**src/rtl/ysyx_22041211_ifu.sv**
```systemverilog
// Multi-cycle fetch unit: owns the PC, one AR/R read per instruction.
// Optional YSYX_22041211_IFU_PERF_EN adds fetch / bus-wait counters.
module ysyx_22041211_ifu #(
  parameter int ADDR_LEN = 32,
  parameter int DATA_LEN = 32,
  parameter logic [ADDR_LEN-1:0] RESET_PC = ADDR_LEN'(32'h80000000)
) (
  input  logic                clk,
  input  logic                rst,
  output logic [ADDR_LEN-1:0] araddr_o,
  output logic                arvalid_o,
  input  logic                arready_i,
  input  logic [DATA_LEN-1:0] rdata_i,
  input  logic [1:0]          rresp_i,
  input  logic                rvalid_i,
  output logic                rready_o,
  output logic [DATA_LEN-1:0] inst_o,
  output logic [ADDR_LEN-1:0] pc_o,
  output logic                inst_valid_o,
  input  logic                inst_ready_i,
  input  logic                next_pc_valid_i,
  input  logic [ADDR_LEN-1:0] next_pc_i,
`ifdef YSYX_22041211_IFU_PERF_EN
  output logic [31:0]         perf_fetch_cnt,
  output logic [31:0]         perf_wait_cnt,
`endif
  output logic                fetch_err_o
);

  typedef enum logic [2:0] {
    S_IDLE,
    S_AR,
    S_R,
    S_OUT,
    S_WAIT_PC
  } state_t;

  state_t r_state;
  state_t w_next;

  logic [ADDR_LEN-1:0] r_pc;
  logic [DATA_LEN-1:0] r_inst;
  logic                r_err;

  logic w_take_pc;
  logic w_mis;
  logic w_r_hs;

  assign w_mis  = |next_pc_i[1:0];
  assign w_r_hs = (r_state == S_R) & rvalid_i;

  always_ff @(posedge clk) begin
    if (!rst) begin
      r_state <= S_IDLE;
    end else begin
      r_state <= w_next;
    end
  end

  // A misaligned target never reaches the bus: it is reported directly.
  always_comb begin
    w_next    = r_state;
    w_take_pc = 1'b0;
    unique case (r_state)
      S_IDLE: w_next = S_AR;
      S_AR: begin
        if (arready_i) w_next = S_R;
      end
      S_R: begin
        if (rvalid_i) w_next = S_OUT;
      end
      S_OUT: begin
        if (inst_ready_i && next_pc_valid_i) begin
          w_take_pc = 1'b1;
          w_next    = w_mis ? S_OUT : S_AR;
        end else if (inst_ready_i) begin
          w_next = S_WAIT_PC;
        end
      end
      S_WAIT_PC: begin
        if (next_pc_valid_i) begin
          w_take_pc = 1'b1;
          w_next    = w_mis ? S_OUT : S_AR;
        end
      end
      default: w_next = S_IDLE;
    endcase
  end

  always_ff @(posedge clk) begin
    if (!rst) begin
      r_pc   <= RESET_PC;
      r_inst <= '0;
      r_err  <= 1'b0;
    end else begin
      if (w_take_pc) begin
        r_pc <= next_pc_i;
        if (w_mis) begin
          r_inst <= '0;
          r_err  <= 1'b1;
        end
      end
      if (w_r_hs) begin
        r_inst <= (rresp_i != 2'b00) ? '0 : rdata_i;
        r_err  <= (rresp_i != 2'b00);
      end
    end
  end

`ifdef YSYX_22041211_IFU_PERF_EN
  logic [31:0] r_perf_fetch;
  logic [31:0] r_perf_wait;

  always_ff @(posedge clk) begin
    if (!rst) begin
      r_perf_fetch <= '0;
      r_perf_wait  <= '0;
    end else begin
      if (w_r_hs) r_perf_fetch <= r_perf_fetch + 32'd1;
      if (r_state == S_AR || r_state == S_R)
        r_perf_wait <= r_perf_wait + 32'd1;
    end
  end

  assign perf_fetch_cnt = r_perf_fetch;
  assign perf_wait_cnt  = r_perf_wait;
`endif

  assign araddr_o     = r_pc;
  assign arvalid_o    = (r_state == S_AR);
  assign rready_o     = (r_state == S_R);
  assign inst_o       = r_inst;
  assign pc_o         = r_pc;
  assign fetch_err_o  = r_err;
  assign inst_valid_o = (r_state == S_OUT);

endmodule

```
**config.mk**
```make
export PLATFORM = sky130hd
export DESIGN_NAME = ysyx_22041211_ifu
export DESIGN_NICKNAME = d
export VERILOG_FILES = /design/src/rtl/ysyx_22041211_ifu.sv
export SDC_FILE = /design/constraint.sdc
export NUM_CORES = 1
export LEC_CHECK = 0
export CAP_MARGIN = 40
export CORE_MARGIN = 8
export CORE_UTILIZATION = 40
export CTS_BUF_LIST = sky130_fd_sc_hd__clkbuf_8
export DETAILED_ROUTE_END_ITERATION = 8
export PLACE_DENSITY = 0.87
export SLEW_MARGIN = 20
export SYNTH_ARGS = -nofsm -noshare
export SYNTH_HDL_FRONTEND = slang
export SYNTH_SLANG_ARGS = --single-unit
```
**constraint.sdc**
```tcl
create_clock -name clk -period 2.9 [get_ports clk]
set_input_delay 0.435 -clock clk [delete_from_list [all_inputs] [get_ports clk]]
set_output_delay 0.435 -clock clk [all_outputs]
set_load 0.005 [all_outputs]
```
==> results.md, run 1 <==
- The path with the worst hold slack has its endpoint at inst_o[11].
- Once placement finished, the instance area stood at 4170 um2.
- The final hold slack is 0.479 ns.
- Relative to the synthesized area, the layout overhead comes to 63.3%.
- The chip width is 98.0 um.
- The data required time at the worst endpoint is 2.47 ns.
- The fraction of post-synthesis cell area in the top cell type by area is 50.7%.
- The maximum number of buffers from clock root to sink is 2.
- The number of instances in the synthesized netlist is around 290.
- The path class of the lowest-slack min-delay path is reg -> reg.
- The fill cell total of the finished layout is between 500 and 600.
- The clock tree synthesis step divided the H-tree into 3 levels.
- The top-level I/O count is 172.
- The wire length of the first global-routing pass is 12400 um.
- The total overflow left after global routing is 0.
- The critical path class is reg -> out.
- The number of buffers added on ports is 171.
- Summing every instance area after synthesis gives 2690 um2.
- The final-stage net count is 490.
- The half-perimeter wire length after placement is between 6000 and 7000 um.
- The detail route stage leaves a number of antenna-violating nets equal to 0.
- After synthesis, the cell types taking the most area are sky130_fd_sc_hd__dfxtp_1, sky130_fd_sc_hd__a22o_1, sky130_fd_sc_hd__buf_4, sky130_fd_sc_hd__o21ai_0, sky130_fd_sc_hd__nand3_1.
- The total DRC errors in the routed layout is 0.
- The number of DRC markers in iteration 0 is 72.
- The via count is ~2500.
- The startpoint identified for the worst hold timing path is inst_o[11].
- The pin count of the biggest net entering global routing is 46.
- The share of cells above drive strength 1 is between 5 and 6%.
- The clock net in this run drives a total of 68 sinks.
- The post-route cell area is 4390 um2.
- Max-cap violations in this run came to 0.
- The net count of the mapped netlist is 359.
- The critical register-to-register path endpoint is araddr_o[21].
- Sorting the synthesized cells by how often they occur yields sky130_fd_sc_hd__dfxtp_1, sky130_fd_sc_hd__nand2_1, sky130_fd_sc_hd__o21ai_0.
- The total count of max-transition violations in the final report is 0.
- The register clock-pin slew on the reported worst setup and hold paths is roughly 0.07 ns.
- Across every metal layer, demand over resource in global routing totals 16.2%.
- Derived from the worst setup path, the maximum achievable clock frequency is 466 MHz.
- After floorplanning, the core was divided into 30 placement rows.
- The weighted congestion reported at the end of routability-driven placement is 0.744.
- Post-CTS timing repair inserted 0 buffers for setup.
- For this run, the number of Yosys warnings is 0.
- The netlist uses 30 different library cells.
- After layout, the worst setup slack is between 0.7 and 0.8 ns.
- The via count of the first global-routing pass is approximately 2500.
- After routing, the total negative slack on setup checks comes to 0 ns.
- The clock period minus worst slack is 2.14 ns.
- The number of gates given a new drive strength after cts is 0.
- The kind of start point of the critical path is a flop.
- Of the available clock period, the critical path in the final layout requires between 70 and 80%.
- Measured in cells, the most critical reg-to-reg path has a length of 6.
- The die covers approximately 9600 um2.
- The share of synthesized flip-flops with an asynchronous set or reset is 0%.
- The effective utilization at floorplan is 40.4%.
- The total leakage power is about 1.7 nW.
- The area used by sequential logic in the layout is 1360 um2.
- The hold-fix buffer count after cts is 0.
- The flow ran to the end, and the final reports show no timing, DRC or antenna violations.
- The later pin in the worst-skew pair is clocked with a latency of between 0.3 and 0.4 ns.
- 0 antenna diodes ended up in the layout.
- The area of the multi-input gates is ~970 um2.
- The most used flip-flop cell after synthesis is sky130_fd_sc_hd__dfxtp_1.
- For this run, the detailed router's first-pass iteration total came to 4.
- Summed over all layers, the routed wires come to approximately 8000 um.
- Clock tree synthesis inserted a total of 9 buffers.
- In this run the clock root is driven by a sky130_fd_sc_hd__clkbuf_8.
- Using the TritonRoute via totals, the vias-per-cell ratio works out to 4.97.
- TritonCTS built the clock tree.
- The largest area contributor in the synthesized netlist is sky130_fd_sc_hd__dfxtp_1.
- The cell count of the worst hold path is 1.
- The count of flip-flops with a built-in enable after synthesis is 0.
- The power per cell area is roughly 480 nW/um2.
- The number of endpoints failing setup at the final stage is 0.
- After synthesis the netlist holds a flip-flop and latch count of 68.
- The origin of the critical flop-to-flop path is r_state[2].
- The total core area is 6640 um2.
- The initial antenna violation count is 0.
- For the final database, setup skew stands at between 0.005 and 0.006 ns.
- In the final routed layout, each cell accounts on average for 15.9 um.
- The final hold violation count was 0.
- In this run the register-to-register setup slack is 1.11 ns.
- Setup repair after global routing left no endpoint under its margin.
- Summing the sequential cell areas from Yosys gives around 51% of the chip area.
- The floorplan step set the die height to 98.0 um.
- Averaged over all synthesized cells, the footprint is roughly 9.4 um2.
- The worst-case IR drop observed on VDD is 292 uV.
- The endpoint kind of the worst setup timing path is a primary output.
- For the pin with the worst max-slew slack, the measured transition is 0.427 ns.
- Headroom to the max-slew limit came out at 71.5%.
- At the placement stage, the worst setup path has a slack of a little under 0.7 ns.
- The biggest fanout along the worst timing path is 13.
- The most common cell in the synthesized netlist is sky130_fd_sc_hd__dfxtp_1.
- The critical path arrival is 1.71 ns.
-- sequential cells by signal, indices dropped and copies added (netlist names) --
| signal | flops |
|---|---|
| fetch_err_o | 1 |
| inst_o | 32 |
| araddr_o | 32 |
| r_state | 3 |
-- logic make-up after synthesis --
kind of cell,count (synthesis),synth area share (%)
and+or+nand+nor,87,15.5
buffers and inverters,56,13.6
AOI/OAI and AO/OA,75,19.8
DFF,68,50.7
muxes,1,0.373
-- cell usage in the layout, fill, tap and decap left out, drive strengths merged --
cell type      Yosys  final
clkdlybuf4s50      0    170
clkbuf            12     10
bufinv             0      2
and4b              1      1
and2b              1      1
nor3b              3      3
mux2i              1      1
nor2b              3      3
o211ai             1      1
nor2               6      6
nand3             31     31
o311a              1      1
o21bai             1      1
o21ai             35     35
o211a              2      2
a32oi              1      1
a22o              32     32
dfxtp             68     68
inv                1      2
a31oi              1      1
and2               3      3
buf               43      5
and3               1      1
nand2b             1      1
o22a               1      1
clkinv             0      3
nand2             37     37
-- where the power goes --
group          internal [mW]  switching [mW]
clock network          0.500           0.327
registers              0.959          0.0262
logic                  0.181           0.105
-- worst max path at each step --
stage | start | endpoint | slack, ns
after floorplan | r_state[2] | inst_o[10] | 1.29
after global placement | inst_ready_i | araddr_o[12] | 0.75
after detailed placement | inst_ready_i | araddr_o[21] | 0.68
after CTS | r_state[1] | rready_o | 0.70
after global routing | r_state[1] | rready_o | 0.57
final | r_state[1] | rready_o | 0.76
-- per-stage QoR --
| stage | cells | util, % | power, mW |
|---|---|---|---|
| 3_3_place_gp | 487 | 62.8 | 1.29 |
| 5_1_grt | 503 | 66.0 | 2.20 |
| 6_report | 503 | 66.0 | 2.10 |
| 3_5_place_dp | 487 | 62.8 | 1.30 |
| 2_1_floorplan | 287 | - | 1.12 |
| 4_1_cts | 503 | 66.0 | 2.13 |
-- area by class of cell --
class / count / area share, %
Clock buffer: 10 / 3.14
Clock inverter: 6 / 1.80
Multi-Input combinational cell: 163 / 22.1
Tap cell: 80 / 2.28
Sequential cell: 68 / 31.0
Timing Repair Buffer: 175 / 39.6
Inverter: 1 / 0.0855
-- layer usage --
metal	part of all wire (%)	wire [um]	vias up	track usage, %
li1	-	-	1228	-
met3	13	1010	4	10.2
met5	0	0	-	0
met4	0.51	41	0	5.40
met1	39	3130	1142	16.8
met2	48	3840	125	26.3
-- critical path: stages (launching register included) --
cell and delay (ns):
sky130_fd_sc_hd__dfxtp_1 0.53, sky130_fd_sc_hd__nor3b_2 0.30, sky130_fd_sc_hd__clkdlybuf4s50_1 0.56
Power figures use the tool's default switching activity.
==> inputs of run 2 (changes only) <==
CORE_UTILIZATION = 37   (was 40)
PLACE_DENSITY = 0.82   (was 0.87)
clock period = 2.07 ns   (was 2.9 ns; I/O delays follow)
==> run 2 against run 1 <==
  * Final cell count increased by 4.2%
  * Critical path depth increased by 1
  * Flip-flop and latch count unchanged
  * Worst setup slack got worse by 0.64 ns
  * Register-to-register slack got worse by 0.78 ns
  * Total power increased by 41%
  * Clock-buffer cell count unchanged
  * Sequential power increased by 40%
  * Worst hold slack got worse by 0.20 ns
  * Sequential share of layout area decreased by 0.33 points
==> results.md, run 2 (same netlist as run 1, synthesis figures left out) <==
- The clock period minus worst slack is 1.95 ns.
- The part of the cycle the worst path needs is about 94%.
- The origin of the critical flop-to-flop path is r_state[2].
- For this design the ratio of total power to cell area is 666 nW/um2.
- The total DRC errors in the routed layout is 0.
- For the pin with the worst max-slew slack, the measured transition is 0.366 ns.
- After global routing the overflow that remains totals 0.
- The root buffer cell is sky130_fd_sc_hd__clkbuf_8.
- Detailed placement finished with a half-perimeter wire length of 6450 um.
- Input and output buffers added on the ports amount to around 170.
- In the global route stage, overall resource usage came out at between 10% and 20%.
- The share of cells above drive strength 1 is 6.35%.
- The tree built by TritonCTS fans out to 68 sinks.
- Buffers inserted during clock tree synthesis total 9.
- The insertion delay of the later-clocked pin in the worst-skew pair is 0.32 ns.
- The clock passes through at most 2 buffers.
- The chip width is 101 um.
- Hold repair after CTS inserted 0 buffers.
- The endpoint kind of the worst setup timing path is a primary output.
- After routing the design area is 4440 um2.
- The number of DRC markers in iteration 0 is 73.
- The total count of max-transition violations in the final report is 0.
- The number of endpoints failing setup at the final stage is 0.
- The commonest non-fill, non-tap cell in the layout is sky130_fd_sc_hd__clkdlybuf4s50_1.
- After the flow finishes, the layout carries non-filler instances totaling 524.
- Detailed routing inserted a total of 2509 vias.
- In the final routed layout, each cell accounts on average for roughly 16 um.
- The final-stage net count is 492.
- The placed instance area is 4220 um2.
- The total core area is 7140 um2.
- The critical path ends at inst_valid_o.
- The mean number of vias per cell is 4.79.
- The final hold violation count was 0.
- The path class of the tightest hold or removal check is in -> reg.
- On the final layout, the worst clock skew is 0.00637 ns.
- The critical path class is reg -> out.
- The floorplan row count is 31.
- The critical register-to-register path endpoint is inst_o[7].
- The critical path arrival is between 1.5 and 2 ns.
- The first global-routing pass estimated around 13000 um of wire.
- The remaining max-slew budget at the tightest pin is 75.6%.
- The overall die height is 101 um.
- The number of cells after detailed placement is slightly above 500.
- TritonCTS built the clock tree.
- The top-level I/O count is 172.
- In the layout the commonest cells are sky130_fd_sc_hd__clkdlybuf4s50_1, sky130_fd_sc_hd__dfxtp_1, sky130_fd_sc_hd__nand2_1, sky130_fd_sc_hd__o21ai_0, sky130_fd_sc_hd__a22o_1.
- Final hold analysis gives a worst-case slack of about 0.28 ns.
- The biggest fanout along the worst timing path is 8.
- The data required time at the worst endpoint is 1.76 ns.
- The via count of the first global-routing pass came to 2540.
- Entering global routing, the biggest net connects 48 pins.
- The count of nets left with antenna violations once routing finished came out at 0.
- The signed area change from the synthesized netlist to the final layout is 65.4%.
- The effective utilization at floorplan is 37.6%.
- Summed over all failing endpoints, the final setup total negative slack is 0 ns.
- The number of maximum-capacitance constraint violations is 0.
- The worst setup path is launched from a flop.
- The slack of the worst reg-to-reg path is 0.33 ns.
- The cell count of the worst reg-to-reg path is 4.
- Setup repair after global routing left no endpoint under its margin.
- The total die area is 10200 um2.
- Static timing analysis puts the maximum clock frequency at 512 MHz.
- The run finished with clean final reports.
- The worst vdd rail ir drop is 401 uV.
- Summed over all cells, the static leakage comes to 1.68 nW.
- The repair_antennas step left the layout with diodes totalling 0.
- The initial antenna violation count is 0.
- For this block, the routed nets add up to about 8300 um of wire.
- The pre-antenna-repair detailed-routing pass consisted of 4 iterations.
- The startpoint of the most critical setup path is r_state[2].
- Clock-pin slew was measured on the worst setup and hold paths at 0.07 ns.
- The weighted congestion reported at the end of routability-driven placement is 0.726.
- Counting the fill cells in the layout gives 619.
- The clock tree synthesis step divided the H-tree into 3 levels.
## run 2: changes by cell type in the layout (fill, tap and decap cells not counted)
cell,change
sky130_fd_sc_hd__dfxtp_2,+2
sky130_fd_sc_hd__clkinv_2,-2
sky130_fd_sc_hd__buf_4,+1
sky130_fd_sc_hd__inv_1,+1
sky130_fd_sc_hd__clkinvlp_4,+1
sky130_fd_sc_hd__buf_12,+1
sky130_fd_sc_hd__dfxtp_1,-2
## run 2: worst min-delay path by stage
| stage | endpoint | depth (start not counted) | slack, ns | startpoint |
|---|---|---|---|---|
| after floorplan | araddr_o[31] | 2 | 0.44 | next_pc_i[31] |
| after global placement | inst_o[18] | 1 | 0.46 | inst_o[18] |
| after detailed placement | inst_o[22] | 1 | 0.46 | inst_o[22] |
| after CTS | fetch_err_o | 2 | 0.26 | rst |
| after global routing | fetch_err_o | 2 | 0.27 | rst |
| final | fetch_err_o | 2 | 0.28 | rst |
## run 2: layer usage
| layer | routed length (um) | part of all wire (%) | global-route usage [%] | up-vias |
|---|---|---|---|---|
| met1 | 3590 | 43 | 17.1 | 1122 |
| li1 | - | - | - | 1233 |
| met2 | 3530 | 43 | 25.7 | 145 |
| met4 | 88 | 1.1 | 5.61 | 0 |
| met5 | 0 | 0 | 0 | - |
| met3 | 1060 | 13 | 7.42 | 9 |
## run 2: timing repair
action | 4_1_cts | 5_1_grt
gates resized for setup | 1 | 1
setup buffers | 0 | 0
endpoints found under the setup margin | 1 | 1
pin swaps | 0 | 0
## run 2: area by class of cell
class                           instances  area [um2]  share of cell area (%)
Clock buffer                           10         138                    3.10
Clock inverter                          6        80.1                    1.80
Inverter                                1        3.75                  0.0845
Multi-Input combinational cell        163         970                    21.8
Sequential cell                        68        1360                    30.7
Tap cell                               99         124                    2.79
Timing Repair Buffer                  177        1760                    39.7
## run 2: critical path: stages (launching register included)
cell and delay (ns):
sky130_fd_sc_hd__dfxtp_1 0.46, sky130_fd_sc_hd__and2b_1 0.26, sky130_fd_sc_hd__and2_1 0.17, sky130_fd_sc_hd__clkdlybuf4s50_1 0.44
## run 2: power breakdown
group	leakage, nW	internal [mW]	switching (mW)	total (mW)
clock	0.115	0.701	0.469	1.17
sequential	0.550	1.35	0.0381	1.38
combinational	1.02	0.258	0.150	0.408
total	1.68	2.30	0.657	2.96
## run 2: per-stage QoR
| stage | total power [mW] | worst slack (ns) | utilization, % |
|---|---|---|---|
| 4_1_cts | 3.00 | 0.0731 | 62.2 |
| 2_1_floorplan | 1.58 | 0.460 | - |
| 3_5_place_dp | 1.82 | 0.108 | 59.2 |
| 3_3_place_gp | 1.81 | 0.151 | 59.2 |
| 6_report | 2.96 | 0.116 | 62.3 |
| 5_1_grt | 3.10 | 0.0330 | 62.3 |
==> inputs of run 3 (changes only) <==
PLACE_DENSITY = 0.83   (was 0.82)
==> run 3 against run 2 <==
  * Combinational power down 1%
  * Maximum frequency about the same
  * Flip-flop and latch count unchanged
  * Worst setup slack worse by 0.0017 ns
  * Critical path type unchanged
  * Design area down 0.23%
  * Sequential power about the same
  * Largest power group unchanged
==> results.md, run 3 (same netlist as run 1, synthesis figures left out) <==
- Traced cell by cell, the critical path runs through and2b_1, and2_1, clkdlybuf4s50_1.
- The net switching share of the total power is around 23%.
- From bottom edge to top edge, the die measures about 100 um.
- The fill cell total of the finished layout is ~620.
- The cell count of the worst reg-to-reg path is 4.
- After detailed routing, the number of vias per cell comes to 4.70.
- The count of nets left with antenna violations after detail routing is 0.
- The total design power is 2.87 mW.
- Clock tree synthesis selected as its root buffer the cell sky130_fd_sc_hd__clkbuf_8.
- The half-perimeter wire length after placement is 6310 um.
- The initialized floorplan defines 31 standard-cell rows.
- Internal power comes to 2.22 mW.
- The number of detailed-route iterations in the first pass is 4.
- The core region is ~7000 um2.
- The final design utilization is slightly above 60%.
- Pin placement for this block handled 172 I/O pins.
- For this run, the slowest stage of the critical path takes approximately 0.46 ns.
- After detailed routing, the average wire length per cell comes to 15.5 um.
- The via count of the first global-routing pass is ~2500.
- The highest-delay cell along the critical path is sky130_fd_sc_hd__dfxtp_1.
- After clock tree synthesis, the clock-pin slew on the worst setup and hold paths is ~0.070 ns.
- In this run the deepest clock path goes through 2 buffers.
- Setup repair after global routing left no endpoint under its margin.
- The flow ran to the end, and the final reports show no timing, DRC or antenna violations.
- The chip width is 101 um.
- The worst vdd rail ir drop is approximately 380 uV.
- The worst min-delay path startpoint is rst.
- The data required time at the worst endpoint is 1.76 ns.
- The total overflow left after global routing is 0.
- For this configuration, the core starts out at a cell density of 37.6%.
- The first global-routing pass estimated between 10000 and 15000 um of wire.
- For the worst-skew pair, the clock arrives at the later sink with an insertion delay of between 0.3 and 0.4 ns.
- The number of endpoints failing setup at the final stage is 0.
- The number of clock buffers added by TritonCTS is 9.
- The clock network is responsible for a little under two fifths of the overall power.
- The critical path arrival is 1.65 ns.
- The path class of the lowest-slack min-delay path is in -> reg.
- The post-route cell area is ~4400 um2.
- The slack of the worst reg-to-reg path is 0.33 ns.
- The pin count of the biggest net entering global routing is 64.
- For the pin with the worst max-slew slack, the measured transition is 0.349 ns.
- For this run, design rule violations remaining after detail routing come to 0.
- After global routing, the most crowded layer is met2.
- In this run the power spent charging and discharging nets is 657 uW.
- The number of cells after detailed placement is 507.
- The final hold slack is 0.477 ns.
- The total routing usage reported by global routing is 15.1%.
- Global routing consumed, on the met3 layer, 8.25% of the routing resources.
- The worst setup path is captured at a primary output.
- The routed design has 8110 um of wire.
- Global routing consumed, on the met2 layer, 24.3% of the routing resources.
- The top cell types in the final layout, fill and taps aside, are sky130_fd_sc_hd__clkdlybuf4s50_1, sky130_fd_sc_hd__dfxtp_1, sky130_fd_sc_hd__nand2_1, sky130_fd_sc_hd__o21ai_0, sky130_fd_sc_hd__a22o_1.
- The sequential share of power is just under 50%.
- Once routing completed, OpenROAD measured the worst setup slack at 0.114 ns.
- The final critical path takes up around 94% of the cycle.
- The worst setup path is launched from a flop.
- The final hold violation count is 0.
- The origin of the critical flop-to-flop path is r_state[2].
- The worst hold path was traced through 3 stages.
- The repair_antennas step left the layout with diodes totalling 0.
- The clock sink count is 68.
- In the final layout, the share of cells above drive strength 1 is under 10%.
- For met1 alone, demand over resource in global routing was 16.4%.
- The detailed router placed around 2500 vias in this run.
- Along the worst path, the maximum fanout reaches 8.
- The commonest non-fill, non-tap cell in the layout is sky130_fd_sc_hd__clkdlybuf4s50_1.
- The count of H-tree levels built during CTS is 3.
- The weighted congestion reported at the end of routability-driven placement is between 0.7 and 0.8.
- The maximum clock frequency is between 500 and 600 MHz.
- The remaining max-slew budget at the tightest pin is 76.7%.
- The smallest clock period supported by the final layout is computed as 1.96 ns.
- The power per cell area is 648 nW/um2.
- The signed area change from the synthesized netlist to the final layout is 65.0%.
- The total leakage power is 1.67 nW.
- TritonCTS built the clock tree.
- The number of maximum-capacitance constraint violations is 0.
- The critical path in this run is classified as reg -> out.
- The placed instance area is 4230 um2.
- The total count of max-transition violations in the final report is 0.
- The number of buffers added on ports is 171.
- Adding up every negative setup slack in the final design gives 0 ns.
- The initial antenna violation count is 0.
- For this block, the initial DRC count from the detailed router was 55.
- After the last flow step, the layout net total stands at 491.
- On the final layout, the worst clock skew is roughly 0.0086 ns.
- The floorplan step defined a die boundary enclosing 10200 um2.
- Leaving out filler cells and counting taps, the final layout contains around 520.
- In this run the critical register-to-register path is captured at inst_o[1].
- The worst-case hold path end point is araddr_o[31].
- Combinational logic is responsible for approximately 14% of the overall power.
- Prior to clock tree synthesis, the placed netlist has a worst setup slack of approximately 0.12 ns.
-- run 3: cell count changes in the layout (fill, tap and decap cells not counted), sizes merged --
| cell | before | now |
|---|---|---|
| clkbuf | 10 | 11 |
| inv | 3 | 2 |
| clkinv | 1 | 2 |
| bufinv | 2 | 1 |
| buf | 7 | 6 |
-- run 3: worst max-delay path, delay by kind of cell, from the launching register on --
family	cells	cell delay, ns
AND/OR/NAND/NOR	2	0.42
flip-flops	1	0.46
buffers and inverters	1	0.44
-- run 3: power by group through the flow --
stage	Combinational [mW]	Sequential, mW	Clock [mW]
floorplan	0.175	1.40	0
global placement	0.401	1.41	0
detailed placement	0.408	1.41	0
CTS	0.410	1.38	1.12
global route	0.440	1.39	1.19
finish	0.404	1.38	1.09
-- run 3: worst max-delay path by stage --
| stage | startpoint | endpoint | slack (ns) | cells past startpoint |
|---|---|---|---|---|
| 6_report | r_state[2] | inst_valid_o | 0.11 | 3 |
| 5_1_grt | r_state[2] | inst_valid_o | 0.03 | 3 |
| 4_1_cts | r_state[0] | inst_valid_o | 0.07 | 3 |
| 3_5_place_dp | inst_ready_i | inst_o[12] | 0.12 | 5 |
| 3_3_place_gp | inst_ready_i | inst_o[10] | 0.15 | 5 |
| 2_1_floorplan | r_state[2] | inst_o[10] | 0.46 | 6 |
-- run 3: repair_timing --
| item | in CTS | in global routing |
|---|---|---|
| hold buffers | 0 | 0 |
| gates resized for setup | 1 | 1 |
| buffers inserted | 0 | 0 |
| setup endpoints to repair | 1 | 2 |
-- run 3: layout make-up --
type                            instances  area [um2]  area share, %
Timing Repair Buffer                  176        1770           39.9
Inverter                                1        3.75         0.0847
Clock inverter                          5        51.3           1.16
Sequential cell                        68        1360           30.8
Clock buffer                           11         151           3.42
Tap cell                               99         124           2.79
Multi-Input combinational cell        163         970           21.9
-- run 3: routing by layer --
layer | part of all wire [%] | up-vias
met2 | 44 | 130
met4 | 0.71 | 0
met3 | 14 | 7
li1 | - | 1230
met1 | 41 | 1093
met5 | 0 | -
